<file path="src/rtl/controlador_batalha_param.sv">
// Battleship game controller, parametrised grid / attack budget / blink rate.
// Tracks hit and miss history, remaining attempts, hit count and the win/lose
// end states, and drives a blink-encoded board to the matrix scanner.
//
// Ports:
//   clock, reset              scan clock, synchronous active-high reset
//   ligado                    power switch (0 forces DESLIGADO)
//   modo                      0 = positioning, 1 = attack
//   salvar_jogo               pulse: latch the placement board
//   confirmar_ataque          pulse: fire at (ataque_coluna, ataque_linha)
//   tabuleiro_posicionamento  live placement board, bit = col*LINHAS+row
//   tabuleiro_saida           registered display board, same indexing
//   estado                    state code (0..5)
//   tentativas_restantes      attacks left
//   acertos                   distinct ship cells hit
//   fim_jogo                  high in VITORIA or DERROTA
module controlador_batalha_param #(
  parameter int unsigned COLUNAS        = 5,
  parameter int unsigned LINHAS         = 7,
  parameter int unsigned MAX_TENTATIVAS = 10,
  parameter int unsigned BLINK_DIV      = 95,
  localparam int unsigned N  = COLUNAS * LINHAS,
  localparam int unsigned WC = (COLUNAS > 1) ? $clog2(COLUNAS) : 1,
  localparam int unsigned WL = (LINHAS > 1) ? $clog2(LINHAS) : 1,
  localparam int unsigned WT = $clog2(MAX_TENTATIVAS + 1),
  localparam int unsigned WA = $clog2(N + 1)
) (
  input  logic          clock,
  input  logic          reset,
  input  logic          ligado,
  input  logic          modo,
  input  logic          salvar_jogo,
  input  logic          confirmar_ataque,
  input  logic [WC-1:0] ataque_coluna,
  input  logic [WL-1:0] ataque_linha,
  input  logic [N-1:0]  tabuleiro_posicionamento,
  output logic [N-1:0]  tabuleiro_saida,
  output logic [2:0]    estado,
  output logic [WT-1:0] tentativas_restantes,
  output logic [WA-1:0] acertos,
  output logic          fim_jogo
);

  localparam int unsigned WB = (BLINK_DIV > 1) ? $clog2(BLINK_DIV) : 1;
  localparam int unsigned WI = (N > 1) ? $clog2(N) : 1;

  typedef enum logic [2:0] {
    StDesligado      = 3'd0,
    StPosicionamento = 3'd1,
    StSalvo          = 3'd2,
    StAtaque         = 3'd3,
    StVitoria        = 3'd4,
    StDerrota        = 3'd5
  } estado_t;

  estado_t       r_estado, w_estado_d;
  logic [N-1:0]  r_salvo, w_salvo_d;
  logic [N-1:0]  r_hit, w_hit_d;
  logic [N-1:0]  r_miss, w_miss_d;
  logic [N-1:0]  r_saida, w_saida_d;
  logic [WT-1:0] r_tent, w_tent_d;
  logic [WA-1:0] r_acertos, w_acertos_d;
  logic [WA-1:0] r_total, w_total_d;
  logic [WB-1:0] r_cnt, w_cnt_d;
  logic          r_fase, w_fase_d;

  logic [WA-1:0] w_pop;
  logic          w_valido;
  logic [WI-1:0] w_idx;
  logic [N-1:0]  w_sel;
  logic          w_ja_atacado;
  logic          w_navio;

  always_comb begin
    w_pop = '0;
    for (int i = 0; i < int'(N); i++) begin
      w_pop = w_pop + WA'(tabuleiro_posicionamento[i]);
    end
  end

  // One-hot target cell; all-zero when the coordinate is off the grid.
  always_comb begin
    w_valido = (32'(ataque_coluna) < COLUNAS) && (32'(ataque_linha) < LINHAS);
    w_idx    = WI'(32'(ataque_coluna) * LINHAS + 32'(ataque_linha));
    w_sel    = w_valido ? (N'(1) << w_idx) : '0;
  end

  assign w_ja_atacado = |(w_sel & (r_hit | r_miss));
  assign w_navio      = |(w_sel & r_salvo);

  always_comb begin
    w_estado_d  = r_estado;
    w_salvo_d   = r_salvo;
    w_hit_d     = r_hit;
    w_miss_d    = r_miss;
    w_tent_d    = r_tent;
    w_acertos_d = r_acertos;
    w_total_d   = r_total;

    if (!ligado) begin
      w_estado_d  = StDesligado;
      w_hit_d     = '0;
      w_miss_d    = '0;
      w_tent_d    = WT'(MAX_TENTATIVAS);
      w_acertos_d = '0;
    end else begin
      unique case (r_estado)
        StDesligado: w_estado_d = StPosicionamento;
        StPosicionamento: begin
          if (salvar_jogo && (w_pop != '0)) begin
            w_salvo_d  = tabuleiro_posicionamento;
            w_total_d  = w_pop;
            w_estado_d = StSalvo;
          end
        end
        StSalvo: begin
          if (salvar_jogo && (w_pop != '0)) begin
            w_salvo_d = tabuleiro_posicionamento;
            w_total_d = w_pop;
          end
          if (modo) begin
            w_estado_d  = StAtaque;
            w_hit_d     = '0;
            w_miss_d    = '0;
            w_tent_d    = WT'(MAX_TENTATIVAS);
            w_acertos_d = '0;
          end
        end
        StAtaque: begin
          if (!modo) begin
            w_estado_d  = StPosicionamento;
            w_hit_d     = '0;
            w_miss_d    = '0;
            w_tent_d    = WT'(MAX_TENTATIVAS);
            w_acertos_d = '0;
          end else begin
            if (confirmar_ataque && (w_sel != '0) && !w_ja_atacado) begin
              if (w_navio) begin
                w_hit_d = r_hit | w_sel;
                if (r_acertos < r_total) w_acertos_d = r_acertos + 1'b1;
              end else begin
                w_miss_d = r_miss | w_sel;
              end
              if (r_tent != '0) w_tent_d = r_tent - 1'b1;
            end
            // Victory is checked first so a winning last shot never loses.
            if (w_acertos_d == r_total)  w_estado_d = StVitoria;
            else if (w_tent_d == '0)     w_estado_d = StDerrota;
          end
        end
        StVitoria, StDerrota: begin
          if (!modo) begin
            w_estado_d  = StPosicionamento;
            w_hit_d     = '0;
            w_miss_d    = '0;
            w_tent_d    = WT'(MAX_TENTATIVAS);
            w_acertos_d = '0;
          end
        end
        default: w_estado_d = StDesligado;
      endcase
    end
  end

  // Blink phase is parked at zero while powered down.
  always_comb begin
    w_cnt_d  = '0;
    w_fase_d = 1'b0;
    if (w_estado_d != StDesligado) begin
      if (r_cnt == WB'(BLINK_DIV - 1)) begin
        w_cnt_d  = '0;
        w_fase_d = ~r_fase;
      end else begin
        w_cnt_d  = r_cnt + 1'b1;
        w_fase_d = r_fase;
      end
    end
  end

  // Display is built from next-state values so it lines up with estado.
  always_comb begin
    w_saida_d = '0;
    unique case (w_estado_d)
      StDesligado:      w_saida_d = '0;
      StPosicionamento: w_saida_d = tabuleiro_posicionamento;
      StSalvo:          w_saida_d = w_salvo_d;
      StAtaque:         w_saida_d = w_hit_d | (w_miss_d & {N{w_fase_d}});
      StVitoria:        w_saida_d = w_salvo_d;
      StDerrota:        w_saida_d = w_salvo_d & {N{w_fase_d}};
      default:          w_saida_d = '0;
    endcase
  end

  always_ff @(posedge clock) begin
    if (reset) begin
      r_estado  <= StDesligado;
      r_salvo   <= '0;
      r_hit     <= '0;
      r_miss    <= '0;
      r_saida   <= '0;
      r_tent    <= WT'(MAX_TENTATIVAS);
      r_acertos <= '0;
      r_total   <= '0;
      r_cnt     <= '0;
      r_fase    <= 1'b0;
    end else begin
      r_estado  <= w_estado_d;
      r_salvo   <= w_salvo_d;
      r_hit     <= w_hit_d;
      r_miss    <= w_miss_d;
      r_saida   <= w_saida_d;
      r_tent    <= w_tent_d;
      r_acertos <= w_acertos_d;
      r_total   <= w_total_d;
      r_cnt     <= w_cnt_d;
      r_fase    <= w_fase_d;
    end
  end

  assign tabuleiro_saida      = r_saida;
  assign estado               = r_estado;
  assign tentativas_restantes = r_tent;
  assign acertos              = r_acertos;
  assign fim_jogo             = (r_estado == StVitoria) || (r_estado == StDerrota);

endmodule

</file>
<file path="config.mk">
export PLATFORM = sky130hd
export DESIGN_NAME = controlador_batalha_param
export DESIGN_NICKNAME = d
export VERILOG_FILES = /design/src/rtl/controlador_batalha_param.sv
export SDC_FILE = /design/constraint.sdc
export NUM_CORES = 1
export LEC_CHECK = 0
export CELL_PAD_IN_SITES_DETAIL_PLACEMENT = 0
export CELL_PAD_IN_SITES_GLOBAL_PLACEMENT = 1
export CORE_ASPECT_RATIO = 1.2
export CORE_MARGIN = 5
export CORE_UTILIZATION = 40
export DETAILED_ROUTE_END_ITERATION = 8
export PLACE_DENSITY = 0.87
export SLEW_MARGIN = 5
export SYNTH_ARGS = -nofsm -noshare
export SYNTH_HDL_FRONTEND = slang
export SYNTH_SLANG_ARGS = --single-unit
</file>
<file path="constraint.sdc">
create_clock -name clock -period 7.1 [get_ports clock]
set_input_delay 0.71 -clock clock [delete_from_list [all_inputs] [get_ports clock]]
set_output_delay 0.71 -clock clock [all_outputs]
set_load 0.01 [all_outputs]
</file>
==> impl_results.md <==
- Run status: finished, final reports clean
- Grt total ovfl: 0
- Synthesized-area fraction occupied by ao, oa, aoi and oai cells: 25.8%
- Combinational family with the most area after synthesis: compound AO/OA/AOI/OAI gates
- Data arrival time of the critical path: 7.20 ns
- Post-layout min period: 6.87 ns
- Std-Cell Rows: 63
- Remaining antenna violation count: 0
- Multiplexer area fraction after synthesis: 5.50%
- Mapped Cells: 1,118
- Number of enable-type register cells in the synthesized netlist: 0
- Synth Area in XOR/XNOR: 1.76%
- Std-Cell Core Area: 0.0245 mm^2
- Wire length on met2: 16,800 um
- Root buffer selected by CTS: clkbuf_16
- Final worst clock skew: 0.0137 ns
- Adder and majority gate portion of the synthesized area: 9.83%
- TritonCTS clock tree: built
- Highest-delay cell along the critical path: fa_1
- PortBufs: 95
- Accumulated negative setup slack: 0 ns
- Element type at the critical path end: register
- Final hold violation count: 0
- Register area share after synthesis: 33.9%
- Setup slack of the critical path after layout: 0.230 ns
- Worst voltage drop across the vdd grid: 0.000277 V
- Routed length on met3: 2710 um
- Number of vias after detailed routing: 9,638
- Number of instances in the placed design: 1,562
- Via density per instance: 6.02
- Top routing layer in use: met4
- Total number of H-tree levels: 4
- Post-Place Cell Area: 0.0117 mm^2
- Post-layout util: 50.7%
- Die boundary width: 153 um
- Cell occurring most often along the worst timing path: fa_1
- Leakage power summed over all cells: 4.71 nW
- Detailed-route DRC error count: 0
- Seq cells post-synth: 167
- Sink count of the clock tree: 167
- Reg clk slew, reported paths: 0.07 ns
- Distinct cell type count after synthesis: 83
- Basic-gate share of the synthesized area counting and, or, nand and nor cells: 17.0%
- Number of failing setup endpoints in the final timing report: 0
- Overall die height: 182 um
- Via count of the first global-routing pass: 9,012
- Type of the tightest min-delay check: register to register
- Final hold slack: 0.502 ns
- Routed met1 length: 14,600 um
- First-pass GRT wire length: 53,800 um
- Max_cap viols: 0
- Iteration-0 DRC Markers: 1,027
- Final instance area: 0.0124 mm^2
- Max_slew headroom: 42.9%
- Fraction of final layout cells with drive strength greater than 1: 15.1%
- Worst path max stage delay: 0.54 ns
- Pre-CTS setup slack: -0.701 ns
- Ys async rst share: 0%
- Placer congestion estimate: 0.954
- CTS Buf Count: 17
- Power per cell area: 293 mW/mm^2
- Area of the mapped netlist: 0.00987 mm^2
- Worst Max-Slew Pin Slew: 0.851 ns
- Most frequent cells in the layout: dfxtp_1, nor2_1, buf_4
- CP Data Required Time: 7.43 ns
- Final instance count without filler cells: 1,601
- Synth-to-layout area growth: 25.8%
- Most common cell after layout, fill and taps aside: dfxtp_1
- Final Power: 3.64 mW
- Max-slew violation count: 0
- Maximum fanout along the worst path: 8
- Maximum achievable frequency: 146 MHz
- Synth warnings: 0
- Mean cell area of the mapped netlist: 8.83 um^2
- Top_reg_cell synth: dfxtp_1
- Post-detail-place hpwl: 26,100 um
- Kind of start point of the critical path: input pin
- Starting density of the core: 40.3%
- Synthesized net count: 1,224
- I/O pins: 96
- Maximum number of pins on one net before global-route repair: 70
- Portion of the clock cycle consumed by the worst path in the final layout: 96.8%
- Count of inserted antenna diode cells: 0
- Routed len/inst: 22.2 um
- RSZ-0062 raised after global routing: no
- First-pass iteration count of the detailed router: 6
- Final WL: 35,500 um
- Number of antenna violations at the first check in global routing: 0
- Insertion delay of the later-clocked pin in the worst-skew pair: 0.44 ns
- Bufs on Longest Clock Path: 2
- Path type of the worst setup path: input pin to register
- Setup slack of the most critical reg-to-reg path: 3.00 ns
- Post-layout nets: 1,369
- All-layer global routing usage: 24.6%
- Die area: 0.0279 mm^2
## final cells by class
cell class	count	area, um^2
clock buffers	19	443
repair buffers	203	1850
clock inverters	13	115
well taps	325	407
inverters	68	255
fillers	2285	12100
multi-input cells	806	6000
flip-flops and latches	167	3340
## report_power, final
group,total [mW],internal (mW),switching (mW)
clock,0.892,0.468,0.424
sequential,1.01,0.979,0.0354
combinational,1.73,0.833,0.900
total,3.64,2.28,1.36
## sequential cells by signal (all words and copies together) (netlist names)
name                  cells
r_miss                   35
tabuleiro_saida          35
acertos                   6
r_cnt                     7
r_total                   6
r_salvo                  35
r_hit                    35
tentativas_restantes      4
estado                    3
r_fase                    1
## critical path: cells and delay by family
kind                       cells  cell delay [ns]
adders and majority gates      8             3.69
xor gates and xnor gates       1             0.24
AOI/OAI and AO/OA              9             1.59
buffers and inverters          7             0.96
## synthesized netlist by cell type, drive strengths merged, types with 17 or more instances
master / instances / area (um^2)
dfxtp: 167 / 3340
nand3: 18 / 90.1
nor2: 158 / 593
mux2i: 52 / 521
nand2: 37 / 139
nor3: 18 / 95.1
a221o: 17 / 170
clkbuf: 55 / 206
a22oi: 58 / 435
inv: 68 / 255
ha: 28 / 350
fa: 31 / 621
a21oi: 38 / 205
o221ai: 21 / 246
o21ai: 59 / 295
buf: 23 / 153
## worst paths after layout
path                           startpoint                             to  depth (start not counted)
max          tabuleiro_posicionamento[27]  tabuleiro_saida[3]$_SDFF_PP0_                         25
max reg2reg       acertos[0]$_SDFFE_PP0P_  tabuleiro_saida[3]$_SDFF_PP0_                         12
min reg2reg          r_hit[31]$_SDFF_PP0_           r_hit[31]$_SDFF_PP0_                          2
min                  r_hit[31]$_SDFF_PP0_           r_hit[31]$_SDFF_PP0_                          2
## kinds of logic (layout without fill, tap and decap cells)
group,Yosys count,in the layout
buffers and inverters,146,303
xor gates and xnor gates,19,19
AOI/OAI and AO/OA,337,338
muxes,54,54
and+or+nand+nor,336,336
adders and majority gates,59,59
DFF,167,167
## layer usage
layer / up-vias / global-route usage, %
met1: 4687 / 31.3
met3: 91 / 5.00
met2: 438 / 40.7
li1: 4422 / -
met4: 0 / 10.0
met5: - / 0
## timing repair
| action | CTS | global route |
|---|---|---|
| endpoints found under the hold margin | 0 | 0 |
| endpoints found under the setup margin | 35 | 67 |
| hold buffers | 0 | 0 |
| gates resized for setup | 12 | 21 |
| pin swaps | 7 | 17 |
| setup buffers | 1 | 4 |
| gates cloned | 1 | 1 |
Note: power is estimated with default switching activity, not from simulation.
